[config.mk]
export PLATFORM = sky130hd
export DESIGN_NAME = instr_stream_player
export DESIGN_NICKNAME = d
export VERILOG_FILES = /design/src/rtl/instr_stream_player.sv
export SDC_FILE = /design/constraint.sdc
export NUM_CORES = 2
export LEC_CHECK = 0
export ABC_CLOCK_PERIOD_IN_PS = 11000
export CAP_MARGIN = 30
export CELL_PAD_IN_SITES_DETAIL_PLACEMENT = 0
export CELL_PAD_IN_SITES_GLOBAL_PLACEMENT = 1
export CORE_ASPECT_RATIO = 1.2
export CORE_MARGIN = 10
export CORE_UTILIZATION = 60
export CTS_BUF_LIST = sky130_fd_sc_hd__clkbuf_8
export DETAILED_ROUTE_END_ITERATION = 6
export HOLD_SLACK_MARGIN = 0.05
export PLACE_DENSITY = 0.8
export REMOVE_ABC_BUFFERS = 1
export SYNTH_ARGS = -nofsm -noshare
export SYNTH_HDL_FRONTEND = slang
export SYNTH_SLANG_ARGS = --single-unit
[constraint.sdc]
create_clock -name clk -period 11 [get_ports clk]
set_input_delay 2.75 -clock clk [delete_from_list [all_inputs] [get_ports clk]]
set_output_delay 2.75 -clock clk [all_outputs]
set_load 0.02 [all_outputs]
[src/rtl/instr_stream_player.sv]
// Instruction-stream player: buffers a program loaded word by word, then
// plays it out under a valid/ready handshake in single-pass or loop mode.
//
//   state  | meaning
//   -------+-------------------------------------------------------------
//   S_IDLE | not playing; loads, clears and start accepted; NOP driven
//   S_PLAY | presenting mem[rd_ptr] with instr_valid=1
//   S_DONE | program finished; same as S_IDLE except done on first cycle
module instr_stream_player #(
    parameter int               WIDTH = 32,
    parameter int               DEPTH = 64,
    parameter int               AW    = $clog2(DEPTH),
    parameter logic [WIDTH-1:0] NOP   = '0,
    parameter int               CNTW  = 16
) (
    input  logic             clk,
    input  logic             asyn_n_rst,
    input  logic             ld_we,
    input  logic [WIDTH-1:0] ld_data,
    input  logic             ld_clear,
    input  logic             start,
    input  logic             stop,
    input  logic             loop_en,
    input  logic             instr_ready,
    output logic [WIDTH-1:0] instruction,
    output logic             instr_valid,
    output logic             busy,
    output logic             done,
    output logic [AW:0]      count,
    output logic [CNTW-1:0]  issued,
    output logic             load_err
);

    typedef enum logic [1:0] {S_IDLE, S_PLAY, S_DONE} state_t;

    localparam logic [AW:0]     FULL    = (AW + 1)'(DEPTH);
    localparam logic [CNTW-1:0] CNT_MAX = {CNTW{1'b1}};

    state_t           state;
    logic [AW-1:0]    rd_ptr;
    logic [WIDTH-1:0] mem [DEPTH];

    logic             is_play;
    logic             load_ok;
    logic [AW:0]      count_eff;
    logic             xfer;
    logic             last;
    logic [AW-1:0]    rd_nxt;
    logic [WIDTH-1:0] first_word;

    // Decode of load acceptance, the count seen by a same-cycle start and handshake
    always_comb begin
        is_play    = (state == S_PLAY);
        load_ok    = !is_play && ld_we && !ld_clear && (count < FULL);
        count_eff  = ld_clear ? '0 : (count + {{AW{1'b0}}, load_ok});
        xfer       = instr_valid && instr_ready;
        last       = ({1'b0, rd_ptr} == (count - 1'b1));
        rd_nxt     = rd_ptr + 1'b1;
        // A start on an empty buffer with a simultaneous load must see the
        // word being written this cycle, not the stale mem[0].
        first_word = (count == '0) ? ld_data : mem[0];
    end

    assign busy = is_play;

    // Program buffer; contents intentionally survive reset
    always_ff @(posedge clk) begin
        if (load_ok) mem[count[AW-1:0]] <= ld_data;
    end

    // Control FSM with registered instruction/valid/done outputs
    always_ff @(posedge clk or negedge asyn_n_rst) begin
        if (!asyn_n_rst) begin
            state       <= S_IDLE;
            count       <= '0;
            rd_ptr      <= '0;
            instruction <= NOP;
            instr_valid <= 1'b0;
            done        <= 1'b0;
            issued      <= '0;
            load_err    <= 1'b0;
        end else begin
            done <= 1'b0;
            case (state)
                S_IDLE, S_DONE: begin
                    if (ld_clear) begin
                        count    <= '0;
                        load_err <= 1'b0;
                    end else if (ld_we) begin
                        if (load_ok) count    <= count + 1'b1;
                        else         load_err <= 1'b1;
                    end
                    if (start) begin
                        if (count_eff != '0) begin
                            state       <= S_PLAY;
                            rd_ptr      <= '0;
                            issued      <= '0;
                            instruction <= first_word;
                            instr_valid <= 1'b1;
                        end else begin
                            state <= S_DONE;
                            done  <= 1'b1;
                        end
                    end
                end
                S_PLAY: begin
                    if (ld_we) load_err <= 1'b1;
                    if (xfer && issued != CNT_MAX) issued <= issued + 1'b1;
                    if (stop) begin
                        state       <= S_IDLE;
                        instr_valid <= 1'b0;
                        instruction <= NOP;
                    end else if (xfer) begin
                        if (!last) begin
                            rd_ptr      <= rd_nxt;
                            instruction <= mem[rd_nxt];
                        end else if (loop_en) begin
                            rd_ptr      <= '0;
                            instruction <= mem[0];
                        end else begin
                            state       <= S_DONE;
                            instr_valid <= 1'b0;
                            instruction <= NOP;
                            done        <= 1'b1;
                        end
                    end
                end
                default: begin
                    state       <= S_IDLE;
                    instr_valid <= 1'b0;
                    instruction <= NOP;
                end
            endcase
        end
    end

endmodule

==> results.txt <==
The run finished with clean final reports. The arrival time of data at the critical path endpoint came out at 3.20 ns. The detailed-placement wirelength estimate came out at 127000 um.

The reported leakage power came out at 0.0287 uW. The post-route standard cell area excluding fillers is 0.0929 mm2. STA classifies the critical path endpoint as a primary output. The total of cells resized after clock tree synthesis is 0.

The number of global-route vias before repair was 41400. The worst setup slack after placement is 4.55 ns. The sink count of the clock tree is 2114. The worst pin sits at a relative slew slack of 0.225. The share of synthesized area in the top cell type comes to 0.745.

Tracing the worst setup path back leads to its startpoint at state[0]. The proportion of power drawn by the clock network is 0.351. For this run, the leading register cell type out of synthesis is sky130_fd_sc_hd__edfxtp_1.

Ranked by total cell area, the synthesized netlist is headed by sky130_fd_sc_hd__edfxtp_1, sky130_fd_sc_hd__mux4_2, sky130_fd_sc_hd__dfrtp_1, sky130_fd_sc_hd__mux2i_1, sky130_fd_sc_hd__nand2_1. The CTS H-tree depth came out at 5. The iteration-0 DRC count of the detailed router came out at 5724. The die span in x is 359 um. The cell-internal power is 12700 uW. The hold-fix buffer count after cts came out at 0. After clock tree synthesis, the clock-pin slew on the worst setup and hold paths is 0.06 ns.

At the later pin of the worst-skew pair, clock insertion delay measures 1.05 ns. By startpoint and endpoint, the worst setup path is classified as reg2out. The proportion of power drawn by flip-flops and latches came out at 0.539. The count of port buffers added during placement came out at 98.

The number of top-level design ports is 99. After synthesis the cells add up to 0.0825 mm2. After detailed routing, the average wire length per cell comes to 33.4 um. The cell taking the most area after synthesis is sky130_fd_sc_hd__edfxtp_1. Counting flops and latches in the post-synthesis netlist gives 2114. Setup repair after global routing left no endpoint under its margin. The final critical-path share of the clock period is 0.541. The startpoint of the lowest-slack hold path is issued[12]. The reg-to-reg startpoint is rd_ptr[0]. The number of hold violations in the final report came out at 0. Entering global routing, the biggest net connects 108 pins. The per-instance average area after synthesis is 21.5 um2. The final worst setup slack is 5.05 ns.

The total overflow left after global routing is 0. The highest attainable clock frequency came out at 168 MHz. In the final layout, the share of cells above drive strength 1 is 0.276.

The remaining routing DRC violations came out at 0. Compared with the post-synthesis result, the final layout area differs by 12.5%. During synthesis, Yosys emitted a total of 0 warnings. The final period demand of the worst path is 5.95 ns. In the layout the commonest cells are sky130_fd_sc_hd__edfxtp_1, sky130_fd_sc_hd__mux4_2, sky130_fd_sc_hd__clkbuf_8, sky130_fd_sc_hd__nand2_1, sky130_fd_sc_hd__mux2i_1. The proportion of register bits with asynchronous set or reset after synthesis is 0.0312.

For this design the total switching power over the nets is 4060 uW. The fraction of power consumed by combinational cells came out at 0.110. On the final layout, the worst clock skew is 0.0541 ns. The transition time at the pin with the least slew margin is 1.16 ns. The post-placement cell area came out at 0.0871 mm2. The flop-to-flop setup slack came out at 5.30 ns. The number of max-slew violations in the final report came out at 0. The count of TritonRoute iterations in the first routing pass is 7. The areal power density over the cells came out at 180 mW/mm2.

The longest clock path from root to sink contains 4 buffers. The global placer's final weighted congestion is 0.868. The number of nets in the layout is 4249.

The total die area is 0.153 mm2. The tree is rooted in a sky130_fd_sc_hd__clkbuf_8. The number of setup buffers added after CTS is 0. Leaving out fill and tap cells, the most frequent cell in the layout is sky130_fd_sc_hd__edfxtp_1. Of the total power, the share spent switching nets is 0.243.

Once detail routing completed, the nets flagged for antenna violations numbered 0. The wire length reported by the detailed router came out at 208000 um. The vertical die dimension is 426 um. Synthesis produced 3846 cells. Total power for the finished layout comes to 16700 uW. Counting the buffers created by CTS gives 326. The average vias per placed instance came out at 6.70. TritonCTS built the clock tree. Along the worst path, the maximum fanout reaches 40.

The number of flops mapped to enable cells by yosys came out at 2048. The max-capacitance violation count is 0. The final-layout fill cell count is 8480. The first global-routing pass estimated 299000 um of wire. The total number of vias is 41800. The floorplan has 149 rows.

The synthesized netlist contains 80 unique library cells. The number of antenna violations at the first check in global routing is 8. The starting utilization of the core area came out at 0.602.

The share of the yosys chip area belonging to registers is 0.765. The setup-violating endpoint count in the final report is 0. IR analysis of the VDD net gives a maximum drop of 0.136 mV. The standard cell core area came out at 0.137 mm2.

The worst hold path belongs to the class reg2reg. The element type at the critical path start is a flip-flop. For this run, the total global-route usage over all layers was measured as 0.276. The required time at the worst-slack endpoint is 8.25 ns.
-- layer usage --
metal  part of all wire  track usage
met5            0.00011            0
met4              0.048        0.123
met3               0.10       0.0611
met2               0.46        0.404
met1               0.38        0.401
-- Yosys cell counts, drive strengths merged (7+ instances only) --
cell,n
a211o,12
dfrtp,66
nor2,122
buf,149
or3,11
ha,7
a32oi,21
nand3b,14
a21oi,67
xnor2,11
edfxtp,2048
nor3,13
o211ai,14
a22oi,10
a31oi,12
inv,9
mux2i,107
mux4,557
and3,8
o22ai,31
a211oi,36
xor2,10
nand3,56
nand4,17
clkbuf,69
o21ai,30
nand2,262
-- state kept, by name, summed over array words and instances (netlist names) --
name,flops
count,7
done,1
instr_valid,1
instruction,32
issued,16
load_err,1
mem,2048
rd_ptr,6
state,2
-- per-stage QoR --
| stage | TNS (ns) | util | hold slack [ns] | instances |
|---|---|---|---|---|
| after floorplan | -738.30 | - | 0.479 | 3628 |
| after global routing | 0 | 0.678 | 0.519 | 6236 |
| after CTS | 0 | 0.677 | 0.485 | 6227 |
| final | 0 | 0.678 | 0.489 | 6239 |
| after global placement | 0 | 0.626 | 0.491 | 5616 |
| after detailed placement | 0 | 0.635 | 0.477 | 5678 |
-- path summary, 6_finish.rpt --
kind / cells past startpoint / to
max: 4 / busy
min: 1 / issued[12]
max reg2reg: 8 / instruction[12]
min reg2reg: 1 / issued[12]
max in group asynchronous: 2 / instruction[16]
min in group asynchronous: 1 / issued[6]
-- worst max-delay path, stage by stage (launching register included) --
cell and delay [ns]:
sky130_fd_sc_hd__dfrtp_1 0.32, sky130_fd_sc_hd__buf_4 0.46, sky130_fd_sc_hd__nand2b_1 0.39, sky130_fd_sc_hd__inv_2 0.30, sky130_fd_sc_hd__clkdlybuf4s50_1 0.66
-- power by group through the flow --
stage	registers [uW]	logic (uW)	clock network [uW]
finish	9020	1830	5880
global route	9020	1930	6310
CTS	9020	1840	5960
detailed placement	9190	1830	0
global placement	9190	1810	0
floorplan	9290	1930	0
-- cells by family after synthesis --
family / count (synthesis) / synth area share
AO/OA/AOI/OAI: 275 / 0.0233
XOR/XNOR: 21 / 0.00241
adder cells (fa/ha/maj): 7 / 0.00106
buffers and inverters: 227 / 0.0136
flip-flops: 2114 / 0.765
multiplexers: 670 / 0.166
AND/OR/NAND/NOR: 532 / 0.0287
-- final cells by class --
cell class | instances | area (um2) | share of cell area
clock buffers | 339 | 4670 | 0.0502
diodes | 4 | 10.0 | 0.000108
inverters | 9 | 33.8 | 0.000364
well taps | 1812 | 2270 | 0.0244
repair buffers | 246 | 2910 | 0.0313
flip-flops and latches | 2114 | 63200 | 0.680
multi-input cells | 1505 | 18800 | 0.203
clock inverters | 210 | 1010 | 0.0109
No activity file was read; power rests on OpenSTA's default activity.
